==> src/rtl/rom_arb_pkg.sv <==
// rom_arb_pkg
//   Shared types and constants for the ROM port arbiter and its line cache.
//   arb_state_t : arbiter FSM states
//   grant_t     : which side received the most recent grant (fairness memory)
//   LINE_BYTES  : bytes per cached/fetched line, LINE_SHIFT = log2(LINE_BYTES)
package rom_arb_pkg;

   typedef enum logic [1:0] {
      IDLE    = 2'd0,
      WR_WAIT = 2'd1,
      RD_WAIT = 2'd2
   } arb_state_t;

   typedef enum logic {
      GRANT_WR = 1'b0,
      GRANT_RD = 1'b1
   } grant_t;

   localparam int LINE_BYTES = 8;
   localparam int LINE_SHIFT = 3;

endpackage

==> src/rtl/rom_port_arbiter_if.sv <==
// rom_port_arbiter_if
//   Toggle-handshake memory port between the arbiter and ddram.
//   master (arbiter) : drives mem_addr, mem_we, mem_din, mem_req
//                      receives mem_ack, mem_dout
//   slave  (ddram)   : the mirror image
interface rom_port_arbiter_if #(
   parameter int MEM_AW = 28
);

   logic [MEM_AW-1:0] mem_addr;
   logic              mem_we;
   logic [15:0]       mem_din;
   logic              mem_req;
   logic              mem_ack;
   logic [63:0]       mem_dout;

   modport master (
      output mem_addr, mem_we, mem_din, mem_req,
      input  mem_ack, mem_dout
   );

   modport slave (
      input  mem_addr, mem_we, mem_din, mem_req,
      output mem_ack, mem_dout
   );

endinterface

==> src/rtl/rom_line_cache.sv <==
// rom_line_cache
//   Single-line read cache: valid bit, tag (read line address) and line data.
//   lookup_tag -> hit     : combinational hit compare, line is the cached data
//   tag_ld / tag_in       : latch a new tag at a miss grant (drops valid)
//   fill / fill_data      : store returned line and mark it valid
//   inv / inv_line        : drop valid if a completed write touched the line
//   flush                 : drop valid unconditionally (wins over fill)
module rom_line_cache
   import rom_arb_pkg::*;
#(
   parameter int TAG_W = 20,
   parameter int INV_W = 22
) (
   input  logic                    clk_sys,
   input  logic                    reset_n,
   input  logic [TAG_W-1:0]        lookup_tag,
   output logic                    hit,
   output logic [LINE_BYTES*8-1:0] line,
   input  logic                    tag_ld,
   input  logic [TAG_W-1:0]        tag_in,
   input  logic                    fill,
   input  logic [LINE_BYTES*8-1:0] fill_data,
   input  logic                    inv,
   input  logic [INV_W-1:0]        inv_line,
   input  logic                    flush
);

   // Write line address and tag can differ in width; compare zero-extended.
   localparam int CMP_W = (TAG_W > INV_W) ? TAG_W : INV_W;

   logic             valid;
   logic [TAG_W-1:0] tag;
   logic             inv_match;

   assign hit       = valid && (tag == lookup_tag);
   assign inv_match = inv && (CMP_W'(inv_line) == CMP_W'(tag));

   always_ff @(posedge clk_sys or negedge reset_n) begin
      if (!reset_n) begin
         valid <= 1'b0;
         tag   <= '0;
         line  <= '0;
      end else begin
         if (tag_ld) tag  <= tag_in;
         if (fill)   line <= fill_data;
         // The old line is meaningless once a new tag is latched, so a miss
         // grant drops valid until the fill lands.
         if (flush || tag_ld || inv_match) valid <= 1'b0;
         else if (fill)                    valid <= 1'b1;
      end
   end

endmodule

==> src/rtl/rom_port_arbiter.sv <==
// rom_port_arbiter
//   Shares one toggle-handshake DDR3 port between the ROM download writer and
//   the core's ROM line reader, with a one-line read cache in front.
//   clk_sys, reset_n            : clock, async active-low reset
//   flush                       : pulse to invalidate the line cache
//   wr_addr/wr_data/wr_req/wr_ack : 16-bit download writes (toggle handshake)
//   rd_addr/rd_req/rd_ack/rd_data : 64-bit line reads (toggle handshake)
//   mem                         : memory port toward ddram (master side)
//   busy                        : high whenever a memory access is in flight
module rom_port_arbiter
   import rom_arb_pkg::*;
#(
   parameter int WR_AW  = 25,
   parameter int RD_AW  = 20,
   parameter int MEM_AW = 28
) (
   input  logic                  clk_sys,
   input  logic                  reset_n,
   input  logic                  flush,
   input  logic [WR_AW-1:0]      wr_addr,
   input  logic [15:0]           wr_data,
   input  logic                  wr_req,
   output logic                  wr_ack,
   input  logic [RD_AW-1:0]      rd_addr,
   input  logic                  rd_req,
   output logic                  rd_ack,
   output logic [63:0]           rd_data,
   rom_port_arbiter_if.master    mem,
   output logic                  busy
);

   arb_state_t        state, state_nxt;
   grant_t            last_grant, last_grant_nxt;
   logic              wr_ack_nxt, rd_ack_nxt, mem_req_nxt, mem_we_nxt;
   logic [MEM_AW-1:0] mem_addr_nxt;
   logic [15:0]       mem_din_nxt;
   logic [63:0]       rd_data_nxt;

   logic              wr_pend, rd_pend, rd_wins, mem_done;
   logic              hit, tag_ld, fill, inv;
   logic [63:0]       cache_line;

   assign wr_pend  = wr_req != wr_ack;
   assign rd_pend  = rd_req != rd_ack;
   assign mem_done = mem.mem_ack == mem.mem_req;
   // Read takes the slot if it is alone, or if the write had the last turn.
   assign rd_wins  = rd_pend && (!wr_pend || last_grant == GRANT_WR);
   assign busy     = state != IDLE;

   rom_line_cache #(
      .TAG_W (RD_AW),
      .INV_W (WR_AW - LINE_SHIFT)
   ) u_cache (
      .clk_sys    (clk_sys),
      .reset_n    (reset_n),
      .lookup_tag (rd_addr),
      .hit        (hit),
      .line       (cache_line),
      .tag_ld     (tag_ld),
      .tag_in     (rd_addr),
      .fill       (fill),
      .fill_data  (mem.mem_dout),
      .inv        (inv),
      .inv_line   (wr_addr[WR_AW-1:LINE_SHIFT]),
      .flush      (flush)
   );

   always_comb begin
      state_nxt      = state;
      last_grant_nxt = last_grant;
      wr_ack_nxt     = wr_ack;
      rd_ack_nxt     = rd_ack;
      mem_req_nxt    = mem.mem_req;
      mem_we_nxt     = mem.mem_we;
      mem_addr_nxt   = mem.mem_addr;
      mem_din_nxt    = mem.mem_din;
      rd_data_nxt    = rd_data;
      tag_ld         = 1'b0;
      fill           = 1'b0;
      inv            = 1'b0;

      case (state)
         IDLE: begin
            if (rd_wins && hit) begin
               rd_data_nxt    = cache_line;
               rd_ack_nxt     = ~rd_ack;
               last_grant_nxt = GRANT_RD;
            end else if (wr_pend && !rd_wins) begin
               mem_addr_nxt = MEM_AW'({wr_addr[WR_AW-1:1], 1'b0});
               mem_din_nxt  = wr_data;
               mem_we_nxt   = 1'b1;
               mem_req_nxt  = ~mem.mem_req;
               state_nxt    = WR_WAIT;
            end else if (rd_wins) begin
               mem_addr_nxt = MEM_AW'({rd_addr, {LINE_SHIFT{1'b0}}});
               mem_we_nxt   = 1'b0;
               mem_req_nxt  = ~mem.mem_req;
               tag_ld       = 1'b1;
               state_nxt    = RD_WAIT;
            end
         end
         WR_WAIT: begin
            if (mem_done) begin
               wr_ack_nxt     = ~wr_ack;
               inv            = 1'b1;
               last_grant_nxt = GRANT_WR;
               state_nxt      = IDLE;
            end
         end
         RD_WAIT: begin
            if (mem_done) begin
               rd_data_nxt    = mem.mem_dout;
               fill           = 1'b1;
               rd_ack_nxt     = ~rd_ack;
               last_grant_nxt = GRANT_RD;
               state_nxt      = IDLE;
            end
         end
         default: state_nxt = IDLE;
      endcase
   end

   always_ff @(posedge clk_sys or negedge reset_n) begin
      if (!reset_n) begin
         state        <= IDLE;
         last_grant   <= GRANT_RD;   // first contended grant goes to the write
         wr_ack       <= 1'b0;
         rd_ack       <= 1'b0;
         rd_data      <= '0;
         mem.mem_req  <= 1'b0;
         mem.mem_we   <= 1'b0;
         mem.mem_addr <= '0;
         mem.mem_din  <= '0;
      end else begin
         state        <= state_nxt;
         last_grant   <= last_grant_nxt;
         wr_ack       <= wr_ack_nxt;
         rd_ack       <= rd_ack_nxt;
         rd_data      <= rd_data_nxt;
         mem.mem_req  <= mem_req_nxt;
         mem.mem_we   <= mem_we_nxt;
         mem.mem_addr <= mem_addr_nxt;
         mem.mem_din  <= mem_din_nxt;
      end
   end

endmodule

==> src/flat_wrapper.sv <==
// flat-port wrapper written by rule: the top's interface ports become plain ports
module rom_port_arbiter_flat import rom_arb_pkg::*;
#(
   parameter int WR_AW  = 25,
   parameter int RD_AW  = 20,
   parameter int MEM_AW = 28
)
  (clk_sys, reset_n, flush, wr_addr, wr_data, wr_req, wr_ack, rd_addr, rd_req, rd_ack, rd_data, busy, mem_mem_addr, mem_mem_we, mem_mem_din, mem_mem_req, mem_mem_ack, mem_mem_dout);
  rom_port_arbiter_if #(.MEM_AW(MEM_AW)) mem_i ();
  input  logic clk_sys;
  input  logic reset_n;
  input  logic flush;
  input  logic [WR_AW-1:0] wr_addr;
  input  logic [15:0] wr_data;
  input  logic wr_req;
  output logic wr_ack;
  input  logic [RD_AW-1:0] rd_addr;
  input  logic rd_req;
  output logic rd_ack;
  output logic [63:0] rd_data;
  output logic busy;
  output wire logic [$bits(mem_i.mem_addr)-1:0] mem_mem_addr;
  output wire logic [$bits(mem_i.mem_we)-1:0] mem_mem_we;
  output wire logic [$bits(mem_i.mem_din)-1:0] mem_mem_din;
  output wire logic [$bits(mem_i.mem_req)-1:0] mem_mem_req;
  input wire logic [$bits(mem_i.mem_ack)-1:0] mem_mem_ack;
  input wire logic [$bits(mem_i.mem_dout)-1:0] mem_mem_dout;
  assign mem_mem_addr = mem_i.mem_addr;
  assign mem_mem_we = mem_i.mem_we;
  assign mem_mem_din = mem_i.mem_din;
  assign mem_mem_req = mem_i.mem_req;
  assign mem_i.mem_ack = mem_mem_ack;
  assign mem_i.mem_dout = mem_mem_dout;
  rom_port_arbiter #(.WR_AW(WR_AW), .RD_AW(RD_AW), .MEM_AW(MEM_AW)) u_core (.clk_sys(clk_sys), .reset_n(reset_n), .flush(flush), .wr_addr(wr_addr), .wr_data(wr_data), .wr_req(wr_req), .wr_ack(wr_ack), .rd_addr(rd_addr), .rd_req(rd_req), .rd_ack(rd_ack), .rd_data(rd_data), .mem(mem_i), .busy(busy));
endmodule
==> config.mk <==
export PLATFORM = sky130hd
export DESIGN_NAME = rom_port_arbiter_flat
export DESIGN_NICKNAME = d
export VERILOG_FILES = /design/src/rtl/rom_arb_pkg.sv /design/src/rtl/rom_port_arbiter_if.sv /design/src/rtl/rom_line_cache.sv /design/src/rtl/rom_port_arbiter.sv /design/src/flat_wrapper.sv
export SDC_FILE = /design/constraint.sdc
export NUM_CORES = 1
export LEC_CHECK = 0
export BUFFER_PORTS_ARGS = -buffer_cell sky130_fd_sc_hd__buf_2
export CORE_AREA = 2 2 135 137
export DETAILED_ROUTE_END_ITERATION = 10
export DIE_AREA = 0 0 137 139
export PLACE_DENSITY = 0.78
export SYNTH_ARGS = -nofsm -noshare
export SYNTH_HDL_FRONTEND = slang
export SYNTH_SLANG_ARGS = --single-unit
==> constraint.sdc <==
create_clock -name clk_sys -period 2.9 [get_ports clk_sys]
set_input_delay 0.435 -clock clk_sys [delete_from_list [all_inputs] [get_ports clk_sys]]
set_output_delay 0.435 -clock clk_sys [all_outputs]
set_load 0.05 [all_outputs]
[Word-level counts from Yosys, hierarchy flattened]
Index checks and enable logic that the tools add are counted.
Word-level totals
  output and inout bits: 113
  bits of input ports: 131
  logic and storage cells: 83
  flip-flop bits (word level): 200
Cells by class
  equal/unequal tests: 13
  reductions and logical operators: 23
  muxes and demuxes: 30
  bitwise gates (word level): 5
Operators by type and width (number)
  $mux 64: 2
  $pmux 64 s2: 1
  $mux 28: 2
  $eq 22x20->1: 1
  $eq 20x20->1: 1
  $mux 1: 18
  $reduce_and 3->1: 4
  $mux 2: 4
  $ne 2x1->1 const B: 4
  $reduce_bool 2->1: 4
  $logic_and 1x1->1: 5
  $not 1->1: 5
  $pmux 2 s2: 1
  $reduce_and 4->1: 1
  $logic_or 1x1->1: 3
  $ne 3x1->1 const B: 1
  $pmux 1 s3: 1
  $reduce_bool 3->1: 1
  $eq 2x1->1 const B: 1
  $eq 2x2->1 const B: 1
  $logic_not 1->1: 2
  $logic_not 2->1: 1
  $ne 1x1->1: 2
  $ne 2x2->1 const B: 1
  4 further kinds: 4

[Depth between registers and ports, before layout]
  word-level depth: 12
  depth in mapped cells: 8
  depth with buffers taken out: 6

[Cells and area by module]
From an unflattened synthesis, not the netlist that was laid out.
Second synthesis, totals
  cells, all modules: 615
  area, all modules: 9085.0 µm²
By module, submodules not included
  rom_port_arbiter: cells each 379, times used 1, area an instance 5500.3 µm², sequential area each 2778.9 µm²
  rom_line_cache: cells each 236, times used 1, area an instance 3584.7 µm², sequential area each 2127.0 µm²

[Least setup slack after synthesis]
Ideal clock, no wire load.
  path kind: flip-flop to flip-flop
  start: register u_core.rd_ack
  end: register u_core.mem.mem_addr[5]
  period minus slack after synthesis: 2.305 ns
  arrival time: 2.180 ns
  setup time: 0.125 ns
  slack: 0.595 ns
  data required time: 2.775 ns
  stages on the path, launching flop included: 6
  path buffers: 1
  path through: dfrtp_1 xnor2_1 o21ai_1 clkbuf_1 mux2_2 mux2_2
Between the ends
  longest elaborated chain between the ends: 6
  elaborated cells on any way between the ends: 9
  classes of those cells: 1 x eq/ne; 1 x mux; 1 x bitwise; 6 x reduce/logical
RTL lines
  from (decl): line rom_port_arbiter.sv:26  | output logic rd_ack,
  from (signal assigned): line rom_port_arbiter.sv:138  | rd_ack <= rd_ack_nxt;
  $ne 1x1->1 (*): line rom_port_arbiter.sv:44  | assign rd_pend = rd_req != rd_ack;
  $logic_and 1x1->1 (*): line rom_port_arbiter.sv:47  | assign rd_wins = rd_pend && (!wr_pend || last_grant == GRANT_WR);
  $logic_not 1->1: line rom_port_arbiter.sv:88  | end else if (wr_pend && !rd_wins) begin
  $logic_and 1x1->1: line rom_port_arbiter.sv:88
  $reduce_bool 2->1 (no source line)
  $reduce_and 3->1 (no source line)
  to (signal assigned): line rom_port_arbiter.sv:142  | mem.mem_addr <= mem_addr_nxt;
  to (decl): line rom_port_arbiter_if.sv:18  | output mem_addr, mem_we, mem_din, mem_req,
Mark *: on every way between the ends. The rest lies on a longest branch, timed or not.
A chain may end at the register's enable or synchronous reset.

[Worst setup path after layout]
  start: register u_core.state[0]
  end: register u_core.u_cache.tag[18]
Between the ends
  longest elaborated chain between the ends: 2
RTL lines
  from (decl): line rom_port_arbiter.sv:32  | arb_state_t state, state_nxt;
  from (signal assigned): line rom_port_arbiter.sv:135  | state <= state_nxt;
  $logic_not 2->1: line rom_port_arbiter.sv:82  | case (state)
  $mux 1: line rom_port_arbiter.sv:82
  to (signal assigned): line rom_line_cache.sv:44  | if (tag_ld) tag <= tag_in;
  to (decl): line rom_line_cache.sv:32  | logic [TAG_W-1:0] tag;
No other way between the ends.

==> summary.md <==
| Metric | Value |
|---|---|
| Area of the mapped netlist | 9160 um^2 |
| Slowest cell on the critical path | sky130_fd_sc_hd__a211oi_2 |
| Count of antenna-violating nets left after detailed routing | 0 |
| Detailed-routing iteration count for the pre-antenna-repair pass | 4 |
| Count of state elements after synthesis | 196 |
| I/O pin total | 244 |
| Transition time of the tightest slew-check pin | 0.925 ns |
| Sequential area share after synthesis | 53.5% |
| Post-CTS Resized | 0 |
| Data required time at the worst endpoint | 3.22 ns |
| Placement Setup Slack | 0.289 ns |
| Number of instances in the synthesized netlist | 611 |
| Cell seen most often among critical-path stages | sky130_fd_sc_hd__inv_1 |
| Maximum vdd drop | 0.798 mV |
| Endpoint type of the worst setup path | flop |
| Core area | 17,700 um^2 |
| Half-perimeter wire length of the detailed placement result | 13,400 um |
| Pin count of the biggest net entering global routing | 72 |
| Class of the worst hold path | primary input to asynchronous set/reset pin |
| Unrepaired setup endpoints after global routing | no |
| Sink Count | 196 |
| Clock tree from TritonCTS | done |
| Net count, final | 986 |
| Die area | 19,000 um^2 |
| Clock slew seen by the registers of the worst setup and hold paths | 0.08 ns |
| Final-report max-slew violation count | 0 |
| Switching Share | 43.2% |
| Post-synth top flop | sky130_fd_sc_hd__dfrtp_1 |
| Crit path kind | flop to flop |
| Finished Layout Cells | 1,093 |
| Final setup TNS | 0 ns |
| Final Skew | 0.0147 ns |
| Share of final-layout standard cells stronger than drive strength 1 | 64.9% |
| Data arrival, critical path | 2.91 ns |
| Number of buffers added for setup after CTS | 0 |
| Initial core utilization | 51.9% |
| Count of endpoints failing setup in the final report | 0 |
| Layout filler cell count | 1,359 |
| Number of enable flip-flop cells after synthesis | 0 |
| Proportion of power drawn by flip-flops and latches | 32.4% |
| Worst Setup Start Kind | flop |
| Post-detailed-route via-to-cell ratio | 5.20 |
| Fin. Hold Viols | 12 |
| Post-route core utilization | 63.5% |
| Max-Slew Margin vs Limit | 38.2% |
| Critical path, cell by cell | inv_1 -> ha_1 -> inv_1 -> a211oi_2 -> buf_4 -> mux2_2 |
| P_leak | 5.42 nW |
| Clk Latency, worst-skew pair | 0.44 ns |
| Share of async-settable or async-resettable flops after synthesis | 100% |
| Critical Path Max Stage Delay | 0.79 ns |
| Number of vias after detailed routing | 5,686 |
| DRC violation total after the first TritonRoute iteration | 219 |
| Maximum achievable frequency | 386 MHz |
| Delay-heaviest family, CP | compound AO/OA/AOI/OAI gates |
| Hold WS | -0.0205 ns |
| Max FO, Critical Path | 12 |
| Min cycle time layout | 2.59 ns |
| Sw power | 0.00649 W |
| Proportion of power drawn by the clock network | 15.9% |
| Post-route DRC violation count | 0 |
| Combinational share of power | 51.7% |
| FP Rows | 49 |
| X dimension of the die | 137 um |
| Run status | finished, violations left |
| Crit path buffers/inverters | 3 |
| H-tree levels | 4 |
| Die extent in y | 139 um |
| Port buffer count | 238 |
| Post-detailed-routing wire length | 19,200 um |
| Violations in the final reports | hold timing |
| Count of cell types in the netlist | 35 |
| Root buffer selected by CTS | sky130_fd_sc_hd__clkbuf_16 |
| Tot GR Track Use | 20.7% |
| Average cell area after synthesis | 15.0 um^2 |
| Mean routed wirelength per cell | 17.6 um |
| Global-route wire length before repair | 30,800 um |
| Max Cap Viol | 0 |
| Last weighted congestion value of the routability-driven placer | 0.784 |
| Final global-route overflow total | 0 |
| Hold buffer count at CTS | 0 |
| Initial antenna violation count | 0 |
| Maximum clock insertion buffer count | 2 |
| Worst Setup Slack, final | 0.308 ns |
| Vias in the first global route | 6,126 |
| Clock buffers created by TritonCTS | 17 |
| Layout overhead on the synthesized area | 22.3% |
| Total number of yosys warnings | 0 |
| Power density cells | 1340 nW/um^2 |
| Number of antenna repair diodes | 0 |
| Ratio of final minimum period to clock period | 89.4% |
| Cell internal pwr | 0.00852 W |
| Count of placed standard cells including taps | 1,061 |
==> layer usage <==
| layer | GRT usage [%] | share of wire, % | vias up |
|---|---|---|---|
| met1 | 25.3 | 42 | 2857 |
| li1 | - | - | 2646 |
| met3 | 5.26 | 5.7 | 27 |
| met4 | 7.22 | 1.9 | 0 |
| met2 | 35.3 | 50 | 156 |
| met5 | 0 | 0 | - |
==> per-stage QoR <==
| stage | power [W] | cell area [um^2] |
|---|---|---|
| after global placement | 0.0125 | 10600 |
| after detailed placement | 0.0127 | 10600 |
| final | 0.0150 | 11200 |
| after global routing | 0.0158 | 11200 |
| after CTS | 0.0152 | 11200 |
| after floorplan | 0.0110 | 9180 |
==> cells in the mapped netlist (all sizes together) (2+ instances only) <==
cell type  count  area share, %
nand3          2           0.11
nor4           7           0.81
a21o           2           0.16
o211ai         2           0.16
clkbuf         9           0.37
o22ai          4           0.27
nand4          6           0.41
xnor2         28            2.7
a211o          2           0.19
a31oi          3           0.27
xor2          19            1.8
nand2          8           0.33
ha             4           0.55
buf           24            1.9
mux2         268             35
o21ai          3           0.16
inv           12           0.49
dfrtp        195             53
a21oi          4           0.22
==> cell usage in the layout, fill, tap and decap left out, types with 3 or more instances in the layout <==
master | Yosys | routed
sky130_fd_sc_hd__xor2_1 | 19 | 19
sky130_fd_sc_hd__mux2_4 | 50 | 50
sky130_fd_sc_hd__ha_1 | 4 | 3
sky130_fd_sc_hd__nor4_1 | 5 | 5
sky130_fd_sc_hd__nand4_1 | 6 | 6
sky130_fd_sc_hd__inv_8 | 0 | 3
sky130_fd_sc_hd__inv_1 | 12 | 12
sky130_fd_sc_hd__a21oi_1 | 4 | 4
sky130_fd_sc_hd__dfrtp_1 | 195 | 195
sky130_fd_sc_hd__xnor2_1 | 28 | 28
sky130_fd_sc_hd__buf_4 | 5 | 11
sky130_fd_sc_hd__o22ai_1 | 4 | 4
sky130_fd_sc_hd__clkbuf_16 | 0 | 17
sky130_fd_sc_hd__mux2_2 | 218 | 218
sky130_fd_sc_hd__buf_2 | 11 | 237
sky130_fd_sc_hd__nand2_1 | 8 | 7
sky130_fd_sc_hd__conb_1 | 1 | 4
sky130_fd_sc_hd__clkinv_4 | 0 | 4
sky130_fd_sc_hd__inv_6 | 0 | 4
==> worst reg2reg max path: stages (launching register included) <==
cell	delay [ns]
sky130_fd_sc_hd__dfrtp_1	0.43
sky130_fd_sc_hd__inv_1	0.14
sky130_fd_sc_hd__ha_1	0.29
sky130_fd_sc_hd__inv_1	0.14
sky130_fd_sc_hd__a211oi_2	0.79
sky130_fd_sc_hd__buf_4	0.34
sky130_fd_sc_hd__mux2_2	0.35
==> logic make-up after synthesis <==
logic type / share of synthesized area [%]
AOI/OAI and AO/OA: 1.72
xor gates and xnor gates: 4.49
adders and majority gates: 0.546
buffers and inverters: 2.77
DFF: 53.5
muxes: 35.0
other: 0.0409
and+or+nand+nor: 1.91
==> power by group through the flow <==
stage | sequential [W] | clock (W) | combinational [W]
floorplan | 0.00732 | 0 | 0.00370
global placement | 0.00483 | 0 | 0.00768
detailed placement | 0.00490 | 0 | 0.00782
CTS | 0.00487 | 0.00244 | 0.00785
global route | 0.00504 | 0.00256 | 0.00822
finish | 0.00487 | 0.00238 | 0.00776
==> sequential cells by signal, summed over array words and instances (netlist names) <==
name                  flops
u_core.u_cache.tag       20
u_core.wr_ack             1
u_core.rd_ack             1
u_core.mem.mem_din       16
u_core.u_cache.valid      1
u_core.last_grant         1
u_core.state              2
u_core.mem.mem_addr      24
u_core.mem.mem_we         1
u_core.u_cache.line      64
u_core.rd_data           64
u_core.mem.mem_req        1
==> cell type report <==
| type | instances | area (um^2) | area share [%] |
|---|---|---|---|
| clock buffers | 18 | 429 | 3.83 |
| clock inverters | 14 | 166 | 1.48 |
| inverters | 12 | 45.0 | 0.402 |
| multi-input cells | 373 | 4050 | 36.2 |
| flip-flops and latches | 196 | 4910 | 43.8 |
| well taps | 229 | 287 | 2.56 |
| repair buffers | 251 | 1320 | 11.8 |
==> path summary, 6_finish.rpt <==
| kind | startpoint | cells after the start | endpoint | slack, ns |
|---|---|---|---|---|
| worst max-delay path | u_core.state[0]$_DFFE_PN0P_ | 6 | u_core.u_cache.tag[18]$_DFFE_PN0P_ | 0.31 |
| worst min register to register | u_core.u_cache.line[7]$_DFFE_PN0P_ | 1 | u_core.u_cache.line[7]$_DFFE_PN0P_ | 0.50 |
| max in group asynchronous | reset_n | 2 | u_core.mem.mem_din[15]$_DFFE_PN0P_ | 2.09 |
| worst max register to register | u_core.state[0]$_DFFE_PN0P_ | 6 | u_core.u_cache.tag[18]$_DFFE_PN0P_ | 0.31 |
| worst min-delay path | reset_n | 1 | u_core.rd_data[38]$_DFFE_PN0P_ | -0.02 |
| min in group clk_sys | flush | 2 | u_core.u_cache.valid$_DFFE_PN0P_ | 0.15 |
No activity file was read; power rests on OpenSTA's default activity.
